$ cat src/rtl/wm_phase_sequencer_if.sv
// ---------------------------------------------------------------------------
// wm_phase_sequencer_if
// Signal bundle between the washing-machine main controller and the phase
// sequencer.
//
// Controller -> sequencer (requests and sensors):
//   sig_Start        request to begin a cycle
//   sig_Cancel       abort request / fault clear
//   sig_Lid_Closed   lid sensor
//   sig_Full         drum full sensor
//   sig_Temperature  target temperature reached
//   sig_Empty        drum empty sensor
// Sequencer -> controller (actuators and status):
//   valve_on, heater_on, motor_on, drain_on, lid_lock   actuator enables
//   phase            current state encoding (3 bits)
//   sig_Time_Out     sticky phase-timeout flag
//   sig_Completed    one-cycle pulse at normal cycle end
//
// Modports: master = main controller side, slave = phase sequencer side.
// ---------------------------------------------------------------------------
interface wm_phase_sequencer_if;
    logic       sig_Start;
    logic       sig_Cancel;
    logic       sig_Lid_Closed;
    logic       sig_Full;
    logic       sig_Temperature;
    logic       sig_Empty;

    logic       valve_on;
    logic       heater_on;
    logic       motor_on;
    logic       drain_on;
    logic       lid_lock;
    logic [2:0] phase;
    logic       sig_Time_Out;
    logic       sig_Completed;

    modport master (
        output sig_Start, sig_Cancel, sig_Lid_Closed,
               sig_Full, sig_Temperature, sig_Empty,
        input  valve_on, heater_on, motor_on, drain_on, lid_lock,
               phase, sig_Time_Out, sig_Completed
    );

    modport slave (
        input  sig_Start, sig_Cancel, sig_Lid_Closed,
               sig_Full, sig_Temperature, sig_Empty,
        output valve_on, heater_on, motor_on, drain_on, lid_lock,
               phase, sig_Time_Out, sig_Completed
    );
endinterface

$ cat src/rtl/wm_phase_sequencer.sv
// ---------------------------------------------------------------------------
// wm_phase_sequencer
// Drives valve, heater, drum motor and drain pump through the fill, heat,
// wash, drain and spin phases of a granted washing cycle, times each phase,
// and reports phase timeouts and normal cycle completion.
//
// Ports:
//   clock   in   single clock, rising edge
//   reset   in   asynchronous, active-high reset
//   seq     wm_phase_sequencer_if.slave  sensors/requests in, actuators and
//                status out (see the interface file)
//
// Build option:
//   WM_HEAT_EN  defined   -> HEAT phase between FILL and WASH.
//               undefined -> FILL goes straight to WASH, heater tied off,
//                            sig_Temperature ignored; other encodings kept.
//
// State table:
//   state | phase | meaning
//   IDLE  |   0   | waiting for start with lid closed
//   FILL  |   1   | water valve open until drum full
//   HEAT  |   2   | heater on until target temperature
//   WASH  |   3   | drum turns for a fixed time
//   DRAIN |   4   | pump runs until drum empty
//   SPIN  |   5   | drum and pump for a fixed time
//   DONE  |   6   | single-cycle completion pulse
//   FAULT |   7   | lid opened or phase timed out; wait for cancel
// ---------------------------------------------------------------------------
module wm_phase_sequencer #(
    parameter int CNT_W         = 8,
    parameter int FILL_TIMEOUT  = 64,
    parameter int HEAT_TIMEOUT  = 128,
    parameter int WASH_TICKS    = 200,
    parameter int DRAIN_TIMEOUT = 64,
    parameter int SPIN_TICKS    = 150
) (
    input  logic                 clock,
    input  logic                 reset,
    wm_phase_sequencer_if.slave  seq
);

    localparam logic [2:0] S_IDLE  = 3'd0;
    localparam logic [2:0] S_FILL  = 3'd1;
    localparam logic [2:0] S_HEAT  = 3'd2;
    localparam logic [2:0] S_WASH  = 3'd3;
    localparam logic [2:0] S_DRAIN = 3'd4;
    localparam logic [2:0] S_SPIN  = 3'd5;
    localparam logic [2:0] S_DONE  = 3'd6;
    localparam logic [2:0] S_FAULT = 3'd7;

    // Terminal timer values: the timer reads LIMIT-1 in the last allowed
    // cycle of a phase, so a phase lasts at most LIMIT cycles.
    localparam logic [CNT_W-1:0] FILL_LAST  = CNT_W'(FILL_TIMEOUT - 1);
    localparam logic [CNT_W-1:0] WASH_LAST  = CNT_W'(WASH_TICKS - 1);
    localparam logic [CNT_W-1:0] DRAIN_LAST = CNT_W'(DRAIN_TIMEOUT - 1);
    localparam logic [CNT_W-1:0] SPIN_LAST  = CNT_W'(SPIN_TICKS - 1);
`ifdef WM_HEAT_EN
    localparam logic [CNT_W-1:0] HEAT_LAST  = CNT_W'(HEAT_TIMEOUT - 1);
`endif

    logic [2:0]       state;
    logic [2:0]       state_nxt;
    logic [CNT_W-1:0] timer;
    logic             aborted;
    logic             time_out;
    logic             timeout_hit;
    logic             abort_set;

`ifndef WM_HEAT_EN
    // Temperature sensor has no consumer without the HEAT phase.
    logic heat_unused;
    assign heat_unused = seq.sig_Temperature;
`endif

    // Next-state logic. Priority inside each active phase:
    // lid open > cancel > sensor > timer.
    always_comb begin
        state_nxt   = state;
        timeout_hit = 1'b0;
        abort_set   = 1'b0;
        case (state)
            S_IDLE: begin
                if (seq.sig_Start && seq.sig_Lid_Closed)
                    state_nxt = S_FILL;
            end
            S_FILL: begin
                if (!seq.sig_Lid_Closed) begin
                    state_nxt = S_FAULT;
                end else if (seq.sig_Cancel) begin
                    state_nxt = S_DRAIN;
                    abort_set = 1'b1;
                end else if (seq.sig_Full) begin
`ifdef WM_HEAT_EN
                    state_nxt = S_HEAT;
`else
                    state_nxt = S_WASH;
`endif
                end else if (timer == FILL_LAST) begin
                    state_nxt   = S_FAULT;
                    timeout_hit = 1'b1;
                end
            end
`ifdef WM_HEAT_EN
            S_HEAT: begin
                if (!seq.sig_Lid_Closed) begin
                    state_nxt = S_FAULT;
                end else if (seq.sig_Cancel) begin
                    state_nxt = S_DRAIN;
                    abort_set = 1'b1;
                end else if (seq.sig_Temperature) begin
                    state_nxt = S_WASH;
                end else if (timer == HEAT_LAST) begin
                    state_nxt   = S_FAULT;
                    timeout_hit = 1'b1;
                end
            end
`else
            // Unreachable without heating; recover to IDLE if ever seen.
            S_HEAT: state_nxt = S_IDLE;
`endif
            S_WASH: begin
                if (!seq.sig_Lid_Closed) begin
                    state_nxt = S_FAULT;
                end else if (seq.sig_Cancel) begin
                    state_nxt = S_DRAIN;
                    abort_set = 1'b1;
                end else if (timer == WASH_LAST) begin
                    state_nxt = S_DRAIN;
                end
            end
            S_DRAIN: begin
                // Cancel is deliberately ignored: water must leave first.
                if (!seq.sig_Lid_Closed) begin
                    state_nxt = S_FAULT;
                end else if (seq.sig_Empty) begin
                    state_nxt = aborted ? S_IDLE : S_SPIN;
                end else if (timer == DRAIN_LAST) begin
                    state_nxt   = S_FAULT;
                    timeout_hit = 1'b1;
                end
            end
            S_SPIN: begin
                if (!seq.sig_Lid_Closed)
                    state_nxt = S_FAULT;
                else if (seq.sig_Cancel)
                    state_nxt = S_IDLE;
                else if (timer == SPIN_LAST)
                    state_nxt = S_DONE;
            end
            S_DONE: state_nxt = S_IDLE;
            S_FAULT: begin
                if (seq.sig_Cancel)
                    state_nxt = S_IDLE;
            end
            default: state_nxt = S_IDLE;
        endcase
    end

    always_ff @(posedge clock or posedge reset) begin
        if (reset) begin
            state    <= S_IDLE;
            timer    <= '0;
            aborted  <= 1'b0;
            time_out <= 1'b0;
        end else begin
            state <= state_nxt;

            if (state_nxt != state)
                timer <= '0;
            else
                timer <= timer + 1'b1;

            if (state_nxt == S_IDLE)
                aborted <= 1'b0;
            else if (abort_set)
                aborted <= 1'b1;

            if (timeout_hit)
                time_out <= 1'b1;
            else if (state == S_FAULT && state_nxt == S_IDLE)
                time_out <= 1'b0;
        end
    end

    // Moore outputs straight off the state register, so an asynchronous
    // reset drops every actuator without waiting for a clock edge.
    assign seq.valve_on      = (state == S_FILL);
`ifdef WM_HEAT_EN
    assign seq.heater_on     = (state == S_HEAT);
`else
    assign seq.heater_on     = 1'b0;
`endif
    assign seq.motor_on      = (state == S_WASH) || (state == S_SPIN);
    assign seq.drain_on      = (state == S_DRAIN) || (state == S_SPIN);
    assign seq.lid_lock      = (state >= S_FILL) && (state <= S_SPIN);
    assign seq.phase         = state;
    assign seq.sig_Time_Out  = time_out;
    assign seq.sig_Completed = (state == S_DONE);

endmodule

$ cat src/flat_wrapper.sv
// flat-port wrapper written by rule: the top's interface ports become plain ports
module wm_phase_sequencer_flat 
#(
    parameter int CNT_W         = 8,
    parameter int FILL_TIMEOUT  = 64,
    parameter int HEAT_TIMEOUT  = 128,
    parameter int WASH_TICKS    = 200,
    parameter int DRAIN_TIMEOUT = 64,
    parameter int SPIN_TICKS    = 150
)
  (clock, reset, seq_sig_Start, seq_sig_Cancel, seq_sig_Lid_Closed, seq_sig_Full, seq_sig_Temperature, seq_sig_Empty, seq_valve_on, seq_heater_on, seq_motor_on, seq_drain_on, seq_lid_lock, seq_phase, seq_sig_Time_Out, seq_sig_Completed);
  wm_phase_sequencer_if seq_i ();
  input  logic clock;
  input  logic reset;
  input wire logic [$bits(seq_i.sig_Start)-1:0] seq_sig_Start;
  input wire logic [$bits(seq_i.sig_Cancel)-1:0] seq_sig_Cancel;
  input wire logic [$bits(seq_i.sig_Lid_Closed)-1:0] seq_sig_Lid_Closed;
  input wire logic [$bits(seq_i.sig_Full)-1:0] seq_sig_Full;
  input wire logic [$bits(seq_i.sig_Temperature)-1:0] seq_sig_Temperature;
  input wire logic [$bits(seq_i.sig_Empty)-1:0] seq_sig_Empty;
  output wire logic [$bits(seq_i.valve_on)-1:0] seq_valve_on;
  output wire logic [$bits(seq_i.heater_on)-1:0] seq_heater_on;
  output wire logic [$bits(seq_i.motor_on)-1:0] seq_motor_on;
  output wire logic [$bits(seq_i.drain_on)-1:0] seq_drain_on;
  output wire logic [$bits(seq_i.lid_lock)-1:0] seq_lid_lock;
  output wire logic [$bits(seq_i.phase)-1:0] seq_phase;
  output wire logic [$bits(seq_i.sig_Time_Out)-1:0] seq_sig_Time_Out;
  output wire logic [$bits(seq_i.sig_Completed)-1:0] seq_sig_Completed;
  assign seq_i.sig_Start = seq_sig_Start;
  assign seq_i.sig_Cancel = seq_sig_Cancel;
  assign seq_i.sig_Lid_Closed = seq_sig_Lid_Closed;
  assign seq_i.sig_Full = seq_sig_Full;
  assign seq_i.sig_Temperature = seq_sig_Temperature;
  assign seq_i.sig_Empty = seq_sig_Empty;
  assign seq_valve_on = seq_i.valve_on;
  assign seq_heater_on = seq_i.heater_on;
  assign seq_motor_on = seq_i.motor_on;
  assign seq_drain_on = seq_i.drain_on;
  assign seq_lid_lock = seq_i.lid_lock;
  assign seq_phase = seq_i.phase;
  assign seq_sig_Time_Out = seq_i.sig_Time_Out;
  assign seq_sig_Completed = seq_i.sig_Completed;
  wm_phase_sequencer #(.CNT_W(CNT_W), .FILL_TIMEOUT(FILL_TIMEOUT), .HEAT_TIMEOUT(HEAT_TIMEOUT), .WASH_TICKS(WASH_TICKS), .DRAIN_TIMEOUT(DRAIN_TIMEOUT), .SPIN_TICKS(SPIN_TICKS)) u_core (.clock(clock), .reset(reset), .seq(seq_i));
endmodule
$ cat config.mk
export PLATFORM = sky130hd
export DESIGN_NAME = wm_phase_sequencer_flat
export DESIGN_NICKNAME = d
export VERILOG_FILES = /design/src/rtl/wm_phase_sequencer_if.sv /design/src/rtl/wm_phase_sequencer.sv /design/src/flat_wrapper.sv
export SDC_FILE = /design/constraint.sdc
export NUM_CORES = 1
export LEC_CHECK = 0
export ABC_AREA = 1
export CAP_MARGIN = 10
export CORE_MARGIN = 2
export CORE_UTILIZATION = 40
export CTS_CLUSTER_DIAMETER = 120
export CTS_CLUSTER_SIZE = 25
export DETAILED_ROUTE_END_ITERATION = 12
export PLACE_DENSITY = 0.66
export SLEW_MARGIN = 5
export SYNTH_ARGS = -nofsm -noshare
export SYNTH_HDL_FRONTEND = slang
export SYNTH_SLANG_ARGS = --single-unit
$ cat constraint.sdc
create_clock -name clock -period 1.7 [get_ports clock]
set_input_delay 0.255 -clock clock [delete_from_list [all_inputs] [get_ports clock]]
set_output_delay 0.255 -clock clock [all_outputs]
set_load 0.01 [all_outputs]
==> results.cfg, run 1 <==
[run_status]
outcome = complete, but fails checks
violations = negative setup slack

[run]
drv_cap = 0

[synth]
synth_edf_count = 0
synth_area_leader_cell = dfrtp_1
syn_nets = 180
synth_common_cells = nand2_1, nor2_1, inv_1
synth_top_area_frac = 0.313
yosysMostFrequentCell = nand2_1
yosysSeqAreaShare = 0.313
ys_warn_count = 0
synth_top_family_by_area = simple AND/OR/NAND/NOR gates
synthXorXnorAreaFrac = 0.0252
synth_compound_area_frac = 0.0493
synth_area_leaders = dfrtp_1, nand2_1, nor2_1, inv_1, nand3_1
yosys.area_share.simple = 0.469
synthCells = 170
muxShareOfSynthArea = 0
syn_area_um2 = 1040
avgSynthCellArea_um2 = 6.12
synthArstFlopShare = 1.00
synth_fa_ha_area_frac = 0.0240
synth.distinct_cells = 22
synthFlopType = dfrtp_1
ys_ff_latch = 13

[clocking]
clockBufferDepth = 2
clock_latency_ns = 0.29
clock_sinks = 13
clk_pin_slew_worst_paths_ns = 0.09
cts.htree.levels = 1
cts_tree = done
numCtsBuffers = 3
root_buffer = clkbuf_4

[detailed_routing]
dr.pass1.iters = 4
wl_per_cell_um = 12.6
wirelength_um = 3110
drt_iter0_drc = 36
drcViolationCount = 0
vias = 1243
via_per_inst = 5.03
drtAntennaViolNets = 0

[setup_path]
crit_type = reg -> reg
max_stage_delay_ns = 0.40
crit_top_cell = nand2_1
startpoint_type = flop
end_kind = flop
crit_fanout = 8
r2r.worst_path.cells = 12
cp.arrival_ns = 1.92
crit_chain = buf_4 > inv_4 > nand2_1 > nor2_2 > nand2_1 > buf_4 > nand2_1 > inv_2 > nand4_1 > nand2_2 > nand3_4 > nor2_1
cp.required_ns = 1.88
worst_path_max_delay_cell = dfrtp_1

[global_routing]
grt_max_degree = 14
first_global_vias = 1102
grt_antenna_before_repair = 0
grt_pass1_wl_um = 4980
grt_overflow = 0
grt.total_usage = 0.231

[power]
p_per_area_nw_per_um2 = 1370
clockPowerShare = 0.087
p_switching_mw = 1.03
internal_power_mw = 1.22
p_sw_frac = 0.459
seqPwrFrac = 0.206
p_leak_nw = 0.863
p_comb_frac = 0.707
peakVddDrop_mv = 1.10

[floorplanning]
core_area_um2 = 2480
die-area_um2 = 3030
rows = 18
pin_count = 18
start_util = 0.420
die_h_um = 55.0
fp.dieW_um = 55.0

[sta]
worst_pin_slew_ns = 0.499
grt_setup_unrepaired = true
setup_slack_ns = -0.0377
fmax_ghz = 0.575
drv_slew = 0
finClkSkew_ns = 0.00987
setup_viol = 11
slew_headroom = 0.667
period_minus_slack_ns = 1.74
finalHoldViolCount = 0
fin_crit_sh = 1.02

[finish]
nets = 228
drive_above_1_share = 0.401
fin_cells = 247
n_antenna_cell = 0
syn_to_final_growth_pct = 58.4
design_area_um2 = 1650

[hold_path]
worstHoldPathType = in -> async

[placed_design]
placed_cell_area_um2 = 1370
dp_hpwl_um = 2170
dp_cells = 233
gp_congestion = 0.904
numPortBuffers = 15
-- cell families after synthesis --
| logic type | Yosys count |
|---|---|
| simple gates | 111 |
| other cells | 1 |
| flops | 13 |
| fa+ha+maj | 2 |
| compound gates | 9 |
| xor+xnor | 3 |
| buf+inv | 31 |
-- layer usage --
metal	share of wire	track usage	routed length [µm]
met5	0	0	0
met4	0.018	0.0610	57
met3	0.052	0.0296	163
met2	0.50	0.367	1550
met1	0.43	0.331	1340
-- path summary, 6_finish.rpt --
| kind | slack, ns | to | from |
|---|---|---|---|
| worst max register to register | -0.04 | u_core.timer[3] | u_core.seq.phase[2] |
| worst min-delay path | 0.30 | u_core.timer[1] | reset |
| worst min register to register | 0.49 | u_core.seq.sig_Time_Out | u_core.seq.sig_Time_Out |
| max in group asynchronous | 1.03 | u_core.seq.phase[1] | reset |
| min in group clock | 0.49 | u_core.seq.sig_Time_Out | u_core.seq.sig_Time_Out |
| worst max-delay path | -0.04 | u_core.timer[3] | u_core.seq.phase[2] |
-- layout by cell type, fill, tap and decap left out, types with 2 or more instances in the layout --
master,Yosys,routed
buf_6,0,3
clkdlybuf4s50_1,0,9
dfrtp_2,0,2
inv_2,2,6
nand4_1,2,2
nand2_1,55,40
nor2_1,28,16
clkbuf_4,0,3
nand3_4,1,4
inv_1,27,22
dlygate4sd2_1,0,5
nand3_1,16,11
xor2_1,3,3
o21ai_0,4,3
nand2_2,1,14
nand3_2,3,5
nor2_4,0,5
dfrtp_1,13,11
nand2_4,0,2
buf_4,1,27
nor2_2,4,11
a21oi_1,2,2
-- layout make-up --
type | count | area (µm²)
fill | 219 | 828
multi-input combinational | 126 | 764
timing repair buffer | 45 | 380
sequential | 13 | 328
inverter | 29 | 111
tap | 30 | 37.5
clock buffer | 3 | 22.5
clock inverter | 1 | 5.00
-- worst max-delay path, delay by kind of cell (launching register included) --
family	cells	cell delay (ns)
buffers and inverters	4	0.41
AND/OR/NAND/NOR	8	0.82
flip-flops	1	0.40
-- what timing repair did --
item	4_1_cts	5_1_grt
resized for setup	33	32
pin swaps	18	10
gates cloned	0	0
hold buffers	0	0
setup buffers	9	2
endpoints found under the setup margin	16	16
-- metrics by stage --
stage               setup WS [ns]  hold slack [ns]  setup TNS [ns]  power [mW]  utilization
CTS                      -0.00429            0.320        -0.00502        2.09        0.627
floorplan                   0.110            0.132               0        1.11            -
detailed placement         -0.182            0.477           -1.57        1.64        0.552
global placement           -0.153            0.466           -1.12        1.62        0.552
global route               -0.128            0.363           -1.27        2.43        0.666
finish                    -0.0377            0.300          -0.182        2.25        0.666
-- power by group through the flow --
stage / clock (mW) / sequential, mW / combinational [mW]
after floorplan: 0 / 0.483 / 0.622
after global placement: 0 / 0.464 / 1.15
after detailed placement: 0 / 0.464 / 1.17
after CTS: 0.202 / 0.461 / 1.43
after global routing: 0.216 / 0.476 / 1.73
final: 0.197 / 0.464 / 1.59
-- flip-flops by register name, indices dropped and copies added (netlist names) --
name and count:
u_core.seq.phase 3, u_core.timer 8, u_core.aborted 1, u_core.seq.sig_Time_Out 1
Note: power is estimated with default switching activity, not from simulation.
==> inputs of run 2 (changes only) <==
--- a/config.mk
+++ b/config.mk
@@ -7,6 +7,7 @@
 export LEC_CHECK = 0
 export ABC_AREA = 1
 export CAP_MARGIN = 10
+export CORE_ASPECT_RATIO = 1.1
 export CORE_MARGIN = 2
 export CORE_UTILIZATION = 40
 export CTS_CLUSTER_DIAMETER = 120
==> run 2 against run 1 <==
Clock skew up 0.0041 ns. Via count fell by 0.80%. Worst hold slack lost 0.014 ns. Cell count increased by 0.81%. The flow still finishes with violations (negative setup slack). Sequential power is 4.3% lower. Register-to-register slack got worse by 0.06 ns. Non-clock buffer count up 1. Worst setup slack got worse by 0.060 ns. Flip-flop and latch count unchanged. Sequential share of layout area grew 0.67 points. Fmax decreased by 3.4%. Utilization down 2.9 points.
==> results.cfg, run 2 (synthesis results as in run 1) <==
[run_status]
outcome = complete, but fails checks
violations = negative setup slack

[floorplanning]
fp.dieW_um = 52.6
start_util = 0.417
core_area_um2 = 2500
rows = 19
die_h_um = 57.5
die-area_um2 = 3030
pin_count = 18

[sta]
setup_viol = 10
drv_slew = 0
grt_setup_unrepaired = true
finClkSkew_ns = 0.0140
fmax_ghz = 0.556
tns_ns = -0.717
finalHoldViolCount = 0
fin_crit_sh = 1.06
period_minus_slack_ns = 1.80
setup_slack_ns = -0.0980

[clocking]
numCtsBuffers = 3
cts.htree.levels = 1
hold_buffers = 0
cts_tree = done
clk_pin_slew_worst_paths_ns = 0.09
root_buffer = clkbuf_4
clock_latency_ns = 0.29
clock_sinks = 13
clockBufferDepth = 2

[setup_path]
end_kind = flop
cp.arrival_ns = 2.03
crit_type = reg -> reg
worstSetupStartpoint = u_core.timer[1]
reg2reg_from = u_core.timer[1]
r2r.worst_path.cells = 13
startpoint_type = flop
crit_fanout = 8
cp.required_ns = 1.93
r2r_slack_ns = -0.1
r2r-end = u_core.timer[1]
critPathCapture = u_core.timer[1]

[run]
drv_cap = 0

[power]
p_per_area_nw_per_um2 = 1340
p_leak_nw = 0.871
peakVddDrop_mv = 1.03
power.total_mw = 2.13

[detailed_routing]
drtAntennaViolNets = 0
vias = 1233
drt_iter0_drc = 34
wirelength_um = 2910
drcViolationCount = 0
dr.pass1.iters = 4
wl_per_cell_um = 11.7
via_per_inst = 4.95

[finish]
final_cell_mix = nand2_1, buf_4, inv_1
seqCellArea_um2 = 327
final_util = 0.637
syn_to_final_growth_pct = 52.6
nets = 229
fillCellCount = 227
multi_input_area_um2 = 701
largest_reg_flops = 8
largest_register = u_core.timer
n_antenna_cell = 0
mostFrequentLayoutCell = nand2_1
drive_above_1_share = 0.344

[placed_design]
pre_cts_ws_ns = -0.131
numPortBuffers = 15
dp_hpwl_um = 2160
gp_congestion = 0.925

[global_routing]
first_global_vias = 1134
grt_overflow = 0
grt_antenna_before_repair = 0
grt.total_usage = 0.207
grt_pass1_wl_um = 4820
grt_max_degree = 14

[hold_path]
worstHoldPathType = in -> async
-- run 2: changes by cell type in the layout (fill, tap and decap cells not counted), moves of 2 or more --
cell,change
inv_2,-3
nor2_1,+2
nand2_1,+8
nor2_4,-3
nand3_2,+4
buf_4,+2
inv_1,+3
nand3_4,-3
nand2_2,-7
-- run 2: routing by layer --
layer  part of all wire  vias up  track usage
li1                   -      611            -
met1               0.46      574        0.293
met2               0.49       44        0.332
met3              0.038        4       0.0262
met4             0.0093        0       0.0586
met5                  0        -            0
-- run 2: worst min path at each step --
stage                                  from                 endpoint  slack (ns)  cells after the start
floorplan                             reset           u_core.aborted        0.13                      1
global placement    u_core.seq.sig_Time_Out  u_core.seq.sig_Time_Out        0.46                      2
detailed placement  u_core.seq.sig_Time_Out  u_core.seq.sig_Time_Out        0.47                      2
CTS                                   reset          u_core.timer[2]        0.31                      2
global route                          reset          u_core.timer[0]        0.37                      2
finish                                reset          u_core.timer[3]        0.29                      2
-- run 2: power breakdown --
group	internal (mW)	switching [mW]	total (mW)
sequential	0.384	0.0602	0.444
combinational	0.672	0.810	1.48
clock	0.0874	0.111	0.198
total	1.14	0.981	2.13
-- run 2: what timing repair did --
item	CTS	global route
resized for setup	25	16
setup endpoints to repair	16	12
pin swaps	8	14
endpoints found under the hold margin	0	0
setup buffers	9	3
-- run 2: area by class of cell --
class / instances / area share
Clock inverter: 1 / 0.00315
Sequential cell: 13 / 0.206
Inverter: 29 / 0.0701
Timing Repair Buffer: 46 / 0.242
Multi-Input combinational cell: 126 / 0.441
Tap cell: 31 / 0.0244
Clock buffer: 3 / 0.0142
-- run 2: metrics by stage --
| step | cells | area, µm² | hold slack, ns |
|---|---|---|---|
| 6_report | 249 | 1590 | 0.287 |
| 5_1_grt | 249 | 1590 | 0.369 |
| 4_1_cts | 246 | 1510 | 0.314 |
| 3_5_place_dp | 233 | 1360 | 0.468 |
| 3_3_place_gp | 233 | 1360 | 0.461 |
| 2_1_floorplan | 170 | 1040 | 0.132 |
-- run 2: worst max-delay path, stage by stage (launching register included) --
cell	delay (ns)
dfrtp_1	0.41
buf_6	0.13
inv_4	0.05
ha_4	0.11
nand2_2	0.05
nor2_2	0.12
nand3_2	0.09
nand2_1	0.10
nand3_2	0.06
nand2_2	0.07
nand4_1	0.11
nand2_1	0.13
nand3_4	0.16
nor2_2	0.14
==> inputs of run 3 (changes only) <==
--- a/config.mk
+++ b/config.mk
@@ -11,7 +11,7 @@
 export CORE_MARGIN = 2
 export CORE_UTILIZATION = 40
 export CTS_CLUSTER_DIAMETER = 120
-export CTS_CLUSTER_SIZE = 25
+export CTS_CLUSTER_SIZE = 20
 export DETAILED_ROUTE_END_ITERATION = 12
 export PLACE_DENSITY = 0.66
 export SLEW_MARGIN = 5
==> results of run 3 <==
Final layout, timing and power as in run 2 (identical DEF).
